**config.mk**
```make
export PLATFORM = sky130hd
export DESIGN_NAME = mux_arb_reg_flat
export DESIGN_NICKNAME = d
export VERILOG_FILES = /design/src/rtl/mux_arb_reg_pkg.sv /design/src/rtl/mux_arb_reg_if.sv /design/src/rtl/mux_arb_reg_rr_pick.sv /design/src/rtl/mux_arb_reg.sv /design/src/flat_wrapper.sv
export SDC_FILE = /design/constraint.sdc
export NUM_CORES = 1
export LEC_CHECK = 0
export BUFFER_PORTS_ARGS = -buffer_cell sky130_fd_sc_hd__buf_4
export CAP_MARGIN = 20
export CORE_ASPECT_RATIO = 0.8
export CORE_MARGIN = 3
export CORE_UTILIZATION = 40
export DETAILED_ROUTE_END_ITERATION = 10
export GPL_ROUTABILITY_DRIVEN = 1
export PLACE_DENSITY_LB_ADDON = 0.2
export SYNTH_ARGS = -nofsm -noshare
export SYNTH_HDL_FRONTEND = slang
export SYNTH_SLANG_ARGS = --single-unit
```
**constraint.sdc**
```tcl
create_clock -name clk -period 8.41 [get_ports clk]
set_clock_uncertainty 0.2 [all_clocks]
set_input_delay 0 -clock clk [delete_from_list [all_inputs] [get_ports clk]]
set_output_delay 0 -clock clk [all_outputs]
set_load 0.005 [all_outputs]
```
**src/rtl/mux_arb_reg_pkg.sv**
```systemverilog
// Shared definitions for the registered channel selector/arbiter.
package mux_arb_reg_pkg;

    localparam logic MODE_FIXED = 1'b0;
    localparam logic MODE_RR    = 1'b1;

    typedef struct packed {
        int unsigned msb;
        int unsigned lsb;
    } slice_t;

    // Bit bounds of channel idx in an n-channel, w-bit packed bus; channel 0 is the MSB slice.
    function automatic slice_t chan_slice(input int unsigned idx,
                                          input int unsigned n,
                                          input int unsigned w);
        slice_t s;
        s.msb = (n - idx) * w - 1;
        s.lsb = (n - idx - 1) * w;
        return s;
    endfunction

endpackage

```
**src/rtl/mux_arb_reg_if.sv**
```systemverilog
// Producer/consumer handshake bundle for mux_arb_reg.
// The master side drives channel data and consumes OUT; the slave side is the selector.
interface mux_arb_reg_if #(
    parameter int W = 32,
    parameter int N = 8
);
    localparam int SW = $clog2(N);

    logic [N*W-1:0] in_data;
    logic [N-1:0]   in_valid;
    logic [N-1:0]   in_ready;
    logic [W-1:0]   out_data;
    logic           out_valid;
    logic           out_ready;
    logic [SW-1:0]  out_ch;

    modport master (
        output in_data, in_valid, out_ready,
        input  in_ready, out_data, out_valid, out_ch
    );

    modport slave (
        input  in_data, in_valid, out_ready,
        output in_ready, out_data, out_valid, out_ch
    );

endinterface

```
**src/rtl/mux_arb_reg_rr_pick.sv**
```systemverilog
// Circular priority encoder: first set request strictly after ptr, wrapping at N.
// Purely combinational so other arbiters can reuse it.
module rr_pick #(
    parameter int N  = 8,
    parameter int SW = $clog2(N)
) (
    input  logic [N-1:0]  req_i,
    input  logic [SW-1:0] ptr_i,
    output logic          grant_valid_o,
    output logic [SW-1:0] grant_idx_o
);

    // Scan from the farthest offset down so the nearest request after ptr wins.
    always_comb begin
        grant_valid_o = 1'b0;
        grant_idx_o   = '0;
        for (int k = N; k >= 1; k--) begin
            if (req_i[(int'(ptr_i) + k) % N]) begin
                grant_valid_o = 1'b1;
                grant_idx_o   = SW'((int'(ptr_i) + k) % N);
            end
        end
    end

endmodule

```
**src/rtl/mux_arb_reg.sv**
```systemverilog
// N-channel W-bit selector with fixed or round-robin grant and a single
// registered output entry. Drain and reload may happen in the same cycle.
module mux_arb_reg
    import mux_arb_reg_pkg::*;
#(
    parameter int W  = 32,
    parameter int N  = 8,
    localparam int SW = $clog2(N)
) (
    input  logic          clk,
    input  logic          rst,
    input  logic          mode_i,
    input  logic [SW-1:0] sel_i,
    mux_arb_reg_if.slave  bus
);

    logic [W-1:0]  chan_data [N];
    logic          fix_valid;
    logic          rr_valid;
    logic [SW-1:0] rr_idx;
    logic          gnt_valid;
    logic [SW-1:0] gnt_idx;
    logic          load_en;

    logic [W-1:0]  out_data_q;
    logic [SW-1:0] out_ch_q;
    logic          out_valid_q;
    logic [SW-1:0] ptr_q;

    for (genvar i = 0; i < N; i++) begin : g_unpack
        localparam slice_t SL = chan_slice(i, N, W);
        assign chan_data[i] = bus.in_data[SL.msb:SL.lsb];
    end

    // Fixed grant: SEL must name an existing, valid channel; out-of-range SEL matches nothing.
    always_comb begin
        fix_valid = 1'b0;
        for (int i = 0; i < N; i++) begin
            if (bus.in_valid[i] && (sel_i == SW'(i))) begin
                fix_valid = 1'b1;
            end
        end
    end

    rr_pick #(.N(N), .SW(SW)) u_rr_pick (
        .req_i         (bus.in_valid),
        .ptr_i         (ptr_q),
        .grant_valid_o (rr_valid),
        .grant_idx_o   (rr_idx)
    );

    // Select between fixed and round-robin grant; the register accepts when empty or draining.
    always_comb begin
        gnt_valid = (mode_i == MODE_RR) ? rr_valid : fix_valid;
        gnt_idx   = (mode_i == MODE_RR) ? rr_idx   : sel_i;
        load_en   = ~out_valid_q | bus.out_ready;
    end

    // One-hot accept; reset gates it so nothing is taken while the register is being cleared.
    always_comb begin
        bus.in_ready = '0;
        if (load_en && gnt_valid && !rst) begin
            bus.in_ready[gnt_idx] = 1'b1;
        end
    end

    // Output entry and round-robin pointer; ptr starts at N-1 so channel 0 gets first priority.
    always_ff @(posedge clk or posedge rst) begin
        if (rst) begin
            out_data_q  <= '0;
            out_ch_q    <= '0;
            out_valid_q <= 1'b0;
            ptr_q       <= SW'(N - 1);
        end else if (load_en) begin
            if (gnt_valid) begin
                out_data_q  <= chan_data[gnt_idx];
                out_ch_q    <= gnt_idx;
                out_valid_q <= 1'b1;
                if (mode_i == MODE_RR) begin
                    ptr_q <= gnt_idx;
                end
            end else begin
                out_valid_q <= 1'b0;
            end
        end
    end

    assign bus.out_data  = out_data_q;
    assign bus.out_ch    = out_ch_q;
    assign bus.out_valid = out_valid_q;

endmodule

```
**src/flat_wrapper.sv**
```systemverilog
// flat-port wrapper written by rule: the top's interface ports become plain ports
module mux_arb_reg_flat import mux_arb_reg_pkg::*;
#(
    parameter int W  = 32,
    parameter int N  = 8,
    localparam int SW = $clog2(N)
)
  (clk, rst, mode_i, sel_i, bus_in_data, bus_in_valid, bus_out_ready, bus_in_ready, bus_out_data, bus_out_valid, bus_out_ch);
  mux_arb_reg_if #(.W(W), .N(N)) bus_i ();
  input  logic clk;
  input  logic rst;
  input  logic mode_i;
  input  logic [SW-1:0] sel_i;
  input wire logic [$bits(bus_i.in_data)-1:0] bus_in_data;
  input wire logic [$bits(bus_i.in_valid)-1:0] bus_in_valid;
  input wire logic [$bits(bus_i.out_ready)-1:0] bus_out_ready;
  output wire logic [$bits(bus_i.in_ready)-1:0] bus_in_ready;
  output wire logic [$bits(bus_i.out_data)-1:0] bus_out_data;
  output wire logic [$bits(bus_i.out_valid)-1:0] bus_out_valid;
  output wire logic [$bits(bus_i.out_ch)-1:0] bus_out_ch;
  assign bus_i.in_data = bus_in_data;
  assign bus_i.in_valid = bus_in_valid;
  assign bus_i.out_ready = bus_out_ready;
  assign bus_in_ready = bus_i.in_ready;
  assign bus_out_data = bus_i.out_data;
  assign bus_out_valid = bus_i.out_valid;
  assign bus_out_ch = bus_i.out_ch;
  mux_arb_reg #(.W(W), .N(N)) u_core (.clk(clk), .rst(rst), .mode_i(mode_i), .sel_i(sel_i), .bus(bus_i));
endmodule
```
==> results of run 1 <==
==> layout make-up <==
type | instances | area share [%]
clock inverters | 3 | 0.526
multi-input cells | 464 | 44.9
repair buffers | 397 | 38.2
inverters | 12 | 0.541
well taps | 171 | 2.57
clock buffers | 5 | 1.50
flip-flops and latches | 39 | 11.8
==> layer usage <==
| layer | up-vias | part of all wire (%) | track usage, % |
|---|---|---|---|
| li1 | 2939 | - | - |
| met5 | - | 0 | 0 |
| met4 | 0 | 3.1 | 8.55 |
| met3 | 60 | 8.4 | 5.21 |
| met2 | 410 | 50 | 50.9 |
| met1 | 3078 | 39 | 38.0 |
==> sequential cells by signal (all words and copies together) (netlist names) <==
| signal | flops |
|---|---|
| u_core.bus.out_ch | 3 |
| u_core.ptr_q | 3 |
| u_core.bus.out_valid | 1 |
| u_core.bus.out_data | 32 |
==> worst max-delay path by stage <==
stage,endpoint,depth (start not counted),slack (ns)
after global placement,u_core.bus.out_data[29],12,2.49
after floorplan,u_core.bus.out_data[3],15,3.79
after global routing,u_core.bus.out_data[23],13,1.26
after CTS,u_core.bus.out_data[24],13,1.78
after detailed placement,u_core.bus.out_data[17],12,2.36
final,u_core.bus.out_data[31],13,1.63
==> cells by family (layout without fill, tap and decap cells) <==
group | Yosys count | after routing | synth area share (%)
buffers and inverters | 74 | 417 | 8.01
xor gates and xnor gates | 5 | 5 | 0.860
DFF | 39 | 39 | 19.2
muxes | 132 | 132 | 31.1
AOI/OAI and AO/OA | 108 | 108 | 19.0
adders and majority gates | 2 | 2 | 0.491
and+or+nand+nor | 217 | 217 | 21.3
==> layout by cell type, fill, tap and decap left out, types with 4 or more instances in the layout <==
| master | instances |
|---|---|
| o22ai_1 | 6 |
| dlygate4sd3_1 | 75 |
| mux2_2 | 34 |
| a32oi_1 | 7 |
| inv_1 | 9 |
| nor2_1 | 44 |
| nand2b_1 | 7 |
| buf_4 | 320 |
| nand3_1 | 42 |
| mux2i_1 | 79 |
| nand4_1 | 50 |
| a21oi_1 | 5 |
| mux4_2 | 17 |
| o2111a_1 | 25 |
| or2_2 | 4 |
| nand2_1 | 47 |
| nor3_1 | 4 |
| a22oi_1 | 7 |
| dfrtp_1 | 36 |
| clkbuf_16 | 5 |
| o221ai_1 | 25 |
==> critical path: stages (launching register included) <==
cell and delay [ns]:
dfstp_2 0.81, inv_1 0.17, ha_1 0.81, mux4_2 0.50, mux2i_2 0.34, o311ai_1 0.20, and3_1 0.21, o41ai_1 0.70
or2_2 0.78, nor2_4 0.35, a32oi_1 0.31, dlygate4sd3_1 0.59, nand3_1 0.09, dlygate4sd3_1 0.59
==> timing repair <==
item	in CTS	in global routing
hold buffers	75	0
buffers inserted	0	0
gates resized for setup	0	0
hold endpoints to repair	71	0
==> power by group through the flow <==
stage,logic (mW),registers [mW],clock network (mW)
after floorplan,1.85,0.348,0
after global placement,2.31,0.397,0
after detailed placement,2.36,0.398,0
after CTS,2.57,0.397,0.225
after global routing,2.83,0.411,0.233
final,2.64,0.399,0.224
==> metrics.txt, run 1 <==
status complete, no violations; Setup TNS 0 ns; reg2reg setup slack 1.63 ns; routed length per instance 20.5 µm; ANT cells 0; clock share of power 6.9%; area of the die 14,100 µm²; Mapped Avg Cell Area 8.82 µm²; f_max 0.147 GHz; Reg area 980 µm²; Final Setup Violations 0; worst slew pin tran 0.933 ns; Primary FF master, synth dfrtp_1; reg2reg end u_core.bus.out_data[31]; register area share after synthesis 19.2%; CP Launch Type register; number of flops mapped to enable cells by yosys 0; total power 3.27 mW; Yosys warnings 0; share of async-settable or async-resettable flops after synthesis 100%; Worst Hold Class in -> reg; Logic pwr share 80.9%; first-pass GRT wire length 33,900 µm; H-tree depth 2; worst setup margin 1.63 ns; top cells by count, synth 79 x mux2i_1, 50 x nand4_1, 47 x nand2_1, 45 x nor2_1, 42 x nand3_1; Data required, critical path 8.37 ns; Die H 107 µm; HPWL Detailed 16,200 µm; grt ovf 0; launch point of the worst path u_core.ptr_q[1]; worst slack at placement 2.36 ns; area occupied by multi-input gates 3730 µm²; cts bufs inserted 5; Flop pwr share 12.2%; GRT Overall Usage 29.5%; I/O Buffers 314; Hold EP u_core.bus.out_data[3]; fin crit share 80.7%; final net count 1,192; critical path class reg -> reg; maxcap violations 0; Synth top area share 17.7%; WP data arrival 6.75 ns; minimum hold slack 0.121 ns; switch share 48.6%; Area Overhead vs Synth 63.5%; Rows 36; CTS tree built; Design Area, Final 8320 µm²; Fill cells 976; vias in the first global route 6,347; Worst Min Path Start bus_in_data[3]; Syn Nets 850; flip-flop and latch count after synthesis 39; DR vias 6,487; core box area 12,300 µm²; Net Switching 1.59 mW; Routed WL 22,400 µm; Post-Syn Instances 577; Tmin final 6.78 ns; largest net degree at the start of global routing 57; RR Startpoint u_core.ptr_q[1]; Worst VDD drop 322 µV; Synth cell types 64; Placed Area 7390 µm²; placed instance count 1,007; DRC 0; router iterations before antenna repair 7; pwr dens 393 nW/µm²; Syn Std Cell Area 5090 µm²; Core Util, Final 67.7%; synth top area cells dfrtp_1 18%, mux2i_1 16%, mux2_2 7.5%; cell taking the most area after synthesis dfrtp_1; Internal 1.68 mW; initial antenna violation count 0; total leakage power 3.77 nW; die width 132 µm; Finished Layout Cells 1,091; antenna viol nets, final 0; # clock sinks 39; Setup crit end kind register; Worst slew margin 37.6%; R2R cell count 13; clock tree root buffer cell clkbuf_16; clock latency on the worst-skew pair 0.28 ns; Final Wtd Congestion 0.902; Boundary Pins 315; Vias/cell 5.95; Hold Path Depth 4; initial DRC count 720; ratio of cells with drive above 1 in the final layout 44.0%; Hold Fails Final Rpt 0; count of pins over their slew limit 0; RSZ-0062 raised after global routing no; clk slew on worst S/H paths 0.07 ns; crit path max fanout 36; clk buf depth 2; initial core utilization 41.4%; top-count cell post-synth mux2i_1
No activity file was read; power rests on OpenSTA's default activity.
==> inputs of run 2 (changes only) <==
==> constraint.sdc (replaced) <==
create_clock -name clk -period 6.3 [get_ports clk]
set_clock_uncertainty 0.2 [all_clocks]
set_input_delay 0 -clock clk [delete_from_list [all_inputs] [get_ports clk]]
set_output_delay 0 -clock clk [all_outputs]
set_load 0.005 [all_outputs]
==> metrics.txt, run 2 (synthesized netlist as in run 1, its figures left out) <==
antenna viol nets, final 0; Hold Fails Final Rpt 0; Routed WL 23,100 µm; Largest register FFs 32; Crit-path slowest cell dfstp_2; CP bufs+invs 5; Setup crit end kind register; most common cell after layout, fill and taps aside buf_4; largest net degree at the start of global routing 94; Area Overhead vs Synth 67.5%; total leakage power 3.86 nW; die width 132 µm; H-tree depth 2; Final Wtd Congestion 0.992; clock tree root buffer cell clkbuf_16; CTS tree built; minimum hold slack 0.120 ns; Finished Layout Cells 1,110; first-pass GRT wire length 34,400 µm; GRT Overall Usage 30.2%; initial DRC count 564; area of the die 14,100 µm²; Data required, critical path 6.33 ns; router iterations before antenna repair 5; worst slew pin tran 1.10 ns; DRC 0; clk slew on worst S/H paths 0.07 ns; Worst path top cell family by delay buffers and inverters; Boundary Pins 315; Final Setup Violations 0; cts bufs inserted 5; placed instance count 1,011; Worst Hold Class in -> reg; vias in the first global route 6,552; final net count 1,211; clk buf depth 2; Setup TNS 0 ns; status complete, no violations; most frequent cells in the layout 322 x buf_4, 90 x dlygate4sd3_1, 79 x mux2i_1, 50 x nand4_1, 47 x nand2_1; Worst slew margin 26.6%; ANT cells 0; RSZ-0062 raised after global routing no; grt ovf 0; core box area 12,300 µm²; CP Launch Type register; Vias/cell 5.87; WP data arrival 6.09 ns; fin crit share 96.2%; Fill cells 962; critical path class reg -> reg; pwr dens 521 nW/µm²; HPWL Detailed 16,400 µm; DR vias 6,518; Rows 36; clock latency on the worst-skew pair 0.29 ns; Core Util, Final 69.4%; initial core utilization 41.4%; f_max 0.165 GHz; routed length per instance 20.8 µm; total power 4.44 mW; maxcap violations 0; Tmin final 6.06 ns; Die H 107 µm; ratio of cells with drive above 1 in the final layout 43.9%; Reg area 980 µm²; initial antenna violation count 0; crit path max fanout 31; Post CTS Setup Buffer Count 0; count of pins over their slew limit 0; area occupied by multi-input gates 3750 µm²; I/O Buffers 314; Worst VDD drop 318 µV; crit-path max cell delay 0.82 ns; crit-path cells inv_1, ha_2, mux4_2, nor2b_1, o31ai_2, a21o_1, a211oi_1, buf_4, o31a_2, buf_4, nor2_1, a32oi_1, dlygate4sd3_1, nand3_1, dlygate4sd3_1; # clock sinks 39
==> run 2: tightest hold or removal path, cell delays in order <==
cell and delay (ns):
buf_4 0.07, mux4_2 0.24, and3_1 0.16, a221o_1 0.10
==> run 2: worst paths after layout <==
path / startpoint / endpoint / slack [ns] / cells after the start
min in group asynchronous: rst / u_core.bus.out_valid / 0.29 / 3
max in group asynchronous: rst / u_core.bus.out_data[26] / 5.01 / 3
min reg2reg: u_core.bus.out_data[7] / u_core.bus.out_data[7] / 0.34 / 2
max reg2reg: u_core.ptr_q[1] / u_core.bus.out_data[24] / 0.24 / 15
max: u_core.ptr_q[1] / u_core.bus.out_data[24] / 0.24 / 15
min: bus_in_data[67] / u_core.bus.out_data[3] / 0.12 / 4
==> run 2: layout make-up <==
type / count / area share [%]
clock inverters: 3 / 0.279
multi-input cells: 464 / 43.9
well taps: 171 / 2.51
inverters: 12 / 0.528
repair buffers: 416 / 39.8
flip-flops and latches: 39 / 11.5
clock buffers: 5 / 1.47
==> run 2: layer usage <==
layer,vias to the layer above,track usage [%],part of all wire (%)
li1,2987,-,-
met1,3116,36.7,38
met2,365,54.5,51
met3,50,5.91,8.2
met4,0,8.62,2.9
met5,-,0,0
==> run 2: power by group <==
group / switching [mW] / internal (mW) / total, mW / leakage, nW
Sequential: 0.145 / 0.391 / 0.536 / 0.447
Clock: 0.116 / 0.148 / 0.264 / 0.0664
Combinational: 1.89 / 1.76 / 3.64 / 3.35
==> run 2: stage by stage <==
stage / setup slack, ns / area, µm²
2_1_floorplan: 1.68 / 5090
3_3_place_gp: 0.946 / 7430
3_5_place_dp: 0.798 / 7450
4_1_cts: 0.0160 / 8500
5_1_grt: 0.0259 / 8530
6_report: 0.241 / 8530
==> run 2: what timing repair did <==
item                                   in CTS  in global routing
gates resized for setup                     0                  3
hold buffers                               90                  0
setup endpoints to repair                   0                 27
endpoints found under the hold margin      71                  0
